`src/rtl/pll_cfg_responder.sv`:
```
// pll_cfg_responder
// Responder side of the PLL reconfiguration management port. It accepts
// MODE / FRAC / START writes, stalls the initiator with mgmt_waitrequest
// while the reconfiguration engine is busy, models PLL relock and publishes
// the fractional-M value that is currently applied. All outputs come
// straight from flops, so no input reaches an output combinationally.
`timescale 1ns/1ps

module pll_cfg_responder #(
  parameter int          BUSY_CYCLES   = 16,
  parameter int          RELOCK_CYCLES = 64,
  parameter logic [31:0] FRAC_DEFAULT  = 32'd3639383488
) (
  input  logic        mgmt_clk,
  input  logic        mgmt_reset,
  input  logic        mgmt_write,
  input  logic        mgmt_read,
  input  logic [5:0]  mgmt_address,
  input  logic [31:0] mgmt_writedata,
  output logic [31:0] mgmt_readdata,
  output logic        mgmt_waitrequest,
  output logic        locked,
  output logic [31:0] frac_active,
  output logic [7:0]  reconfig_count,
  output logic        err
);

  // Register map
  localparam logic [5:0] ADDR_MODE   = 6'd0;
  localparam logic [5:0] ADDR_STATUS = 6'd1;
  localparam logic [5:0] ADDR_START  = 6'd2;
  localparam logic [5:0] ADDR_FRAC   = 6'd7;

  // Counters are loaded with N-1 on state entry and the state is left on
  // the edge that sees zero, so each state is occupied for exactly N cycles.
  localparam logic [7:0]  BUSY_LOAD   = 8'(BUSY_CYCLES - 1);
  localparam logic [15:0] RELOCK_LOAD = 16'(RELOCK_CYCLES - 1);

  typedef enum logic [1:0] {
    ST_IDLE   = 2'd0,
    ST_BUSY   = 2'd1,
    ST_RELOCK = 2'd2
  } state_t;

  state_t      state_reg, state_next;
  logic [7:0]  busy_cnt_reg, busy_cnt_next;
  logic [15:0] relock_cnt_reg, relock_cnt_next;
  logic        mode_reg, mode_next;
  logic [31:0] frac_reg, frac_next;
  // FRAC captured at START; writes to FRAC after START wait for the next one
  logic [31:0] frac_snap_reg, frac_snap_next;
  logic [31:0] frac_active_reg, frac_active_next;
  logic [31:0] readdata_reg, readdata_next;
  logic        wait_reg, wait_next;
  logic        locked_reg, locked_next;
  logic [7:0]  count_reg, count_next;
  logic        err_reg, err_next;
  // Set while the power-up relock runs; that relock is not counted
  logic        powerup_reg, powerup_next;

  logic        wr_acc;
  logic        rd_acc;
  logic        start_req;

  assign mgmt_readdata    = readdata_reg;
  assign mgmt_waitrequest = wait_reg;
  assign locked           = locked_reg;
  assign frac_active      = frac_active_reg;
  assign reconfig_count   = count_reg;
  assign err              = err_reg;

  // Access qualification: a write always wins over a simultaneous read
  assign wr_acc = mgmt_write && !wait_reg;
  assign rd_acc = mgmt_read && !mgmt_write && !wait_reg;

  // State, register file and output flops; reset parks the FSM in RELOCK
  always_ff @(posedge mgmt_clk or posedge mgmt_reset) begin
    if (mgmt_reset) begin
      state_reg       <= ST_RELOCK;
      busy_cnt_reg    <= 8'd0;
      relock_cnt_reg  <= RELOCK_LOAD;
      mode_reg        <= 1'b0;
      frac_reg        <= FRAC_DEFAULT;
      frac_snap_reg   <= FRAC_DEFAULT;
      frac_active_reg <= FRAC_DEFAULT;
      readdata_reg    <= 32'd0;
      wait_reg        <= 1'b0;
      locked_reg      <= 1'b0;
      count_reg       <= 8'd0;
      err_reg         <= 1'b0;
      powerup_reg     <= 1'b1;
    end else begin
      state_reg       <= state_next;
      busy_cnt_reg    <= busy_cnt_next;
      relock_cnt_reg  <= relock_cnt_next;
      mode_reg        <= mode_next;
      frac_reg        <= frac_next;
      frac_snap_reg   <= frac_snap_next;
      frac_active_reg <= frac_active_next;
      readdata_reg    <= readdata_next;
      wait_reg        <= wait_next;
      locked_reg      <= locked_next;
      count_reg       <= count_next;
      err_reg         <= err_next;
      powerup_reg     <= powerup_next;
    end
  end

  // Register writes/reads, FSM sequencing and next values of every output
  always_comb begin
    state_next       = state_reg;
    busy_cnt_next    = busy_cnt_reg;
    relock_cnt_next  = relock_cnt_reg;
    mode_next        = mode_reg;
    frac_next        = frac_reg;
    frac_snap_next   = frac_snap_reg;
    frac_active_next = frac_active_reg;
    readdata_next    = readdata_reg;
    locked_next      = locked_reg;
    count_next       = count_reg;
    err_next         = err_reg;
    powerup_next     = powerup_reg;
    start_req        = 1'b0;

    // Write decode; STATUS is read-only so writes to it are simply dropped
    if (wr_acc) begin
      case (mgmt_address)
        ADDR_MODE:   mode_next = mgmt_writedata[0];
        ADDR_STATUS: ;
        ADDR_START: begin
          if (state_reg == ST_IDLE) begin
            start_req = 1'b1;
          end else begin
            err_next = 1'b1;
          end
        end
        ADDR_FRAC:   frac_next = mgmt_writedata;
        default:     err_next = 1'b1;
      endcase
    end

    // Read decode; STATUS reflects the state before this edge
    if (rd_acc) begin
      case (mgmt_address)
        ADDR_MODE:   readdata_next = {31'd0, mode_reg};
        ADDR_STATUS: readdata_next = {31'd0, (state_reg == ST_IDLE)};
        ADDR_FRAC:   readdata_next = frac_reg;
        default:     readdata_next = 32'd0;
      endcase
    end

    case (state_reg)
      ST_IDLE: begin
        if (start_req) begin
          state_next     = ST_BUSY;
          busy_cnt_next  = BUSY_LOAD;
          frac_snap_next = frac_reg;
        end
      end
      ST_BUSY: begin
        if (busy_cnt_reg == 8'd0) begin
          state_next       = ST_RELOCK;
          relock_cnt_next  = RELOCK_LOAD;
          frac_active_next = frac_snap_reg;
          locked_next      = 1'b0;
        end else begin
          busy_cnt_next = busy_cnt_reg - 8'd1;
        end
      end
      ST_RELOCK: begin
        if (relock_cnt_reg == 16'd0) begin
          state_next   = ST_IDLE;
          locked_next  = 1'b1;
          powerup_next = 1'b0;
          if (!powerup_reg && (count_reg != 8'hFF)) begin
            count_next = count_reg + 8'd1;
          end
        end else begin
          relock_cnt_next = relock_cnt_reg - 16'd1;
        end
      end
      default: begin
        state_next = ST_IDLE;
      end
    endcase

    // Stall only while BUSY in waitrequest mode; a MODE write applies at once
    wait_next = (state_next == ST_BUSY) && !mode_next;
  end

endmodule

```
`config.mk`:
```
export PLATFORM = sky130hd
export DESIGN_NAME = pll_cfg_responder
export DESIGN_NICKNAME = d
export VERILOG_FILES = /design/src/rtl/pll_cfg_responder.sv
export SDC_FILE = /design/constraint.sdc
export NUM_CORES = 1
export LEC_CHECK = 0
export ABC_AREA = 1
export CAP_MARGIN = 0
export CORE_MARGIN = 1
export CORE_UTILIZATION = 50
export CTS_BUF_LIST = sky130_fd_sc_hd__clkbuf_2
export DETAILED_ROUTE_END_ITERATION = 16
export DONT_BUFFER_PORTS = 1
export SLEW_MARGIN = 0
export SYNTH_ARGS = -nofsm -noshare
export SYNTH_HDL_FRONTEND = slang
export SYNTH_SLANG_ARGS = --single-unit
```
`constraint.sdc`:
```
create_clock -name mgmt_clk -period 7.5 [get_ports mgmt_clk]
set_input_delay 1.5 -clock mgmt_clk [delete_from_list [all_inputs] [get_ports mgmt_clk]]
set_output_delay 1.5 -clock mgmt_clk [all_outputs]
set_load 0.02 [all_outputs]
```
==> results.txt <==
----------------------------------------------------
[Synth]
  Average size of a mapped cell ... 8.88 um2
  Part of the Yosys area used for sequential elements ... 59.0%
  Netlist cell types ... 33
  Synth Net Count ... 855
  Area of the mapped netlist ... 7200 um2
  Number of enable flip-flop cells after synthesis ... 0
  Post-synthesis register bit count ... 167
  Prevailing post-synth register cell ... sky130_fd_sc_hd__dfrtp_1
  Number of instances in the synthesized netlist ... about 800
  Asr flop ratio synth ... 100%
  Number of warnings printed during yosys synthesis ... 0

[Pwr]
  Total Power ... about 1.5 mW
  Power density normalized to cell area ... roughly 200 nW/um2
  Lkg Pwr ... 3.89 nW
  Worst vdd rail ir drop ... between 0.1 and 0.15 mV

[Global routing]
  Pin count of the biggest net entering global routing ... 93
  Total global-route track usage ... 21.8%
  Met3 GRT Util ... just under 7%
  Antenna violations before repair ... 0
  Wire length of the first global-routing pass ... ~25000 um
  Global routing's busiest layer ... met2
  Via count of the first global-routing pass ... 4958
  Global route total overflow ... 0
  Met2 track utilization from global routing ... 35.3%
  Routing usage on met1 ... 27.2%

[Critical path]
  Endpoint type of the worst setup path ... register
  Worst-path maximum fanout ... 37
  Critical Path AT ... roughly 3.6 ns
  Kind of critical path ... register to register
  Startpoint class of the critical path ... register
  Critical Path RT ... 8.15 ns

[Routing]
  Count of unresolved DRC violations after routing ... 0
  Vias/cell ... 5.20
  Number of vias after detailed routing ... 5165
  Number of iterations in the first detailed-routing pass ... 5
  Antenna violation net count after detailed routing ... 0
  Total Wirelength ... 15000 um
  Routed wirelength normalized by instance count ... 15.1 um
  Detailed Route Iter0 Violations ... 322

[STA]
  Relative max-transition margin ... 35.6%
  Timing-limited maximum frequency ... 342 MHz
  Final critical delay including setup and external delays ... 2.92 ns
  Number of endpoints with negative hold slack in the final report ... 0
  Transition at the pin with the smallest max-transition slack ... 0.966 ns
  Max-slew violations ... 0
  Final count of negative-setup-slack endpoints ... 0
  Portion of the clock cycle consumed by the worst path in the final layout ... roughly two fifths
  Final total negative setup slack ... 0 ns
  Layout Skew ... 0.0355 ns
  Setup repair after global routing missed its margin ... no

[Floorplan]
  Placeable core region ... approximately 14000 um2
  Total I/O pin count ... 117
  Die height ... ~120 um
  Initial core utilization ... 51.6%
  Cell Rows ... 43
  DIE WIDTH ... 122 um
  Die Footprint ... 14900 um2

[Cells and area]
  Antenna Diode Count ... 0
  Number of fillers in the final layout ... 1314
  Area growth syn-to-layout ... 4.78%
  Final net count ... ~850
  Fraction of layout instances using a drive strength above 1 ... 13.6%

[CTS]
  Post CTS Setup Buffer Count ... 0
  Maximum level of the CTS H-tree ... 4
  Number of sinks on the clock net ... 167
  Post-CTS Hold Buffers ... 0
  Clock transition time at the flip-flop clock pins of the worst setup and hold paths ... between 0.2 and 0.3 ns
  Skew-Pair Late Insertion Delay ... 0.73 ns
  Max Root-Sink Buffers ... 2
  Total of cells resized after clock tree synthesis ... 0
  CTS buffer count ... 17
  Root buffer cell ... sky130_fd_sc_hd__clkbuf_2
  Clock tree from TritonCTS ... done

[Place]
  Total half-perimeter wirelength after legalization and detailed placement ... 9860 um
  Buffers added on ports ... 0
  Gp weighted congestion ... 0.838

[Outcome]
  Status ... completed

[Flow run]
  Total of max-cap violations ... 0

[Hold path]
  Class of the tightest hold or removal check ... register to register

----------------------------------------------------
[metal layers]
layer / wire (um) / share of wire (%) / up-vias
met3: 969 / 6.5 / 19
met2: 7010 / 47 / 115
li1: - / - / 2548
met4: 210 / 1.4 / 0
met1: 6810 / 45 / 2483
met5: 0 / 0 / -
[area by class of cell]
class | count | area (um2) | area share (%)
sequential | 167 | 4250 | 56.3
multi-input combinational | 530 | 2490 | 33.1
inverter | 81 | 309 | 4.10
tap | 180 | 225 | 2.99
clock inverter | 15 | 150 | 1.99
clock buffer | 17 | 85.1 | 1.13
timing repair buffer | 4 | 30.0 | 0.398
[layout by cell type, fill, tap and decap left out, drive strengths merged]
master	Yosys	routed
a21oi	33	33
nand3	33	33
and3	1	1
nor3	3	3
dfrtp	114	114
clkinvlp	0	4
inv	81	84
bufinv	0	2
nand2	265	265
xnor2	2	2
o31ai	31	31
xor2	12	12
o21ai	53	53
buf	21	4
clkinv	0	6
clkbuf	11	17
o21bai	1	1
dfstp	53	53
ha	3	3
nand4	7	7
nor2	83	83
o21a	2	2
and2	1	1
[worst max-delay path: stages (launching register included)]
cell and delay (ns):
sky130_fd_sc_hd__dfrtp_1 0.41, sky130_fd_sc_hd__inv_1 0.13, sky130_fd_sc_hd__ha_1 0.25, sky130_fd_sc_hd__nand2_1 0.09, sky130_fd_sc_hd__nor2_1 0.11, sky130_fd_sc_hd__nand2_1 0.10, sky130_fd_sc_hd__nor2_4 0.72, sky130_fd_sc_hd__inv_2 0.55
sky130_fd_sc_hd__nand2_2 0.33, sky130_fd_sc_hd__nand2_1 0.07, sky130_fd_sc_hd__o21ai_1 0.09
[power by group]
part	internal (mW)	switching, mW
sequential	0.936	0.0108
combinational	0.0147	0.0520
clock	0.153	0.319
total	1.10	0.382
[path summary, 6_finish.rpt]
check                                start           endpoint  slack (ns)  cells past startpoint
setup / recovery           busy_cnt_reg[0]  relock_cnt_reg[1]        4.58                     10
hold / removal                 powerup_reg        powerup_reg        0.47                      2
setup reg to reg           busy_cnt_reg[0]  relock_cnt_reg[1]        4.58                     10
hold reg to reg                powerup_reg        powerup_reg        0.47                      2
max in group asynchronous       mgmt_reset  frac_snap_reg[17]        5.27                      2
min in group asynchronous       mgmt_reset        frac_reg[5]        0.76                      1
[metrics by stage]
stage	setup slack [ns]	cell area (um2)	instances	hold WS (ns)	utilization (%)
after floorplan	1.57	7200	810	0.433	-
after detailed placement	3.83	7300	962	0.441	52.4
after global routing	4.20	7540	994	0.481	54.1
final	4.58	7540	994	0.470	54.1
after CTS	4.43	7540	994	0.472	54.1
after global placement	3.89	7300	962	0.441	52.4
[cells in the mapped netlist (2+ instances only)]
cell	n	area share, %
sky130_fd_sc_hd__nand2_1	262	14
sky130_fd_sc_hd__dfrtp_1	114	40
sky130_fd_sc_hd__inv_1	79	4.1
sky130_fd_sc_hd__nor2_1	72	3.8
sky130_fd_sc_hd__dfstp_2	53	19
sky130_fd_sc_hd__o21ai_0	35	2.4
sky130_fd_sc_hd__a21oi_1	32	2.2
sky130_fd_sc_hd__nand3_1	32	2.2
sky130_fd_sc_hd__o31ai_1	31	3.2
sky130_fd_sc_hd__buf_2	18	1.3
sky130_fd_sc_hd__o21ai_1	18	1.3
sky130_fd_sc_hd__xor2_1	11	1.3
sky130_fd_sc_hd__clkbuf_1	10	0.52
sky130_fd_sc_hd__nand4_1	6	0.52
sky130_fd_sc_hd__nor2_2	6	0.52
sky130_fd_sc_hd__nor2_4	5	0.78
sky130_fd_sc_hd__ha_1	3	0.52
sky130_fd_sc_hd__nor3_1	3	0.21
sky130_fd_sc_hd__buf_6	2	0.31
sky130_fd_sc_hd__inv_2	2	0.10
sky130_fd_sc_hd__nand2_2	2	0.17
sky130_fd_sc_hd__o21a_1	2	0.21
sky130_fd_sc_hd__xnor2_1	2	0.24
[cell families after synthesis]
kind of cell,count (synthesis),share of synthesized area (%)
xor+xnor,14,1.81
compound gates,120,9.69
simple gates,393,22.5
buf+inv,113,6.49
flops,167,59.0
fa+ha+maj,3,0.522
Note: power is estimated with default switching activity, not from simulation.
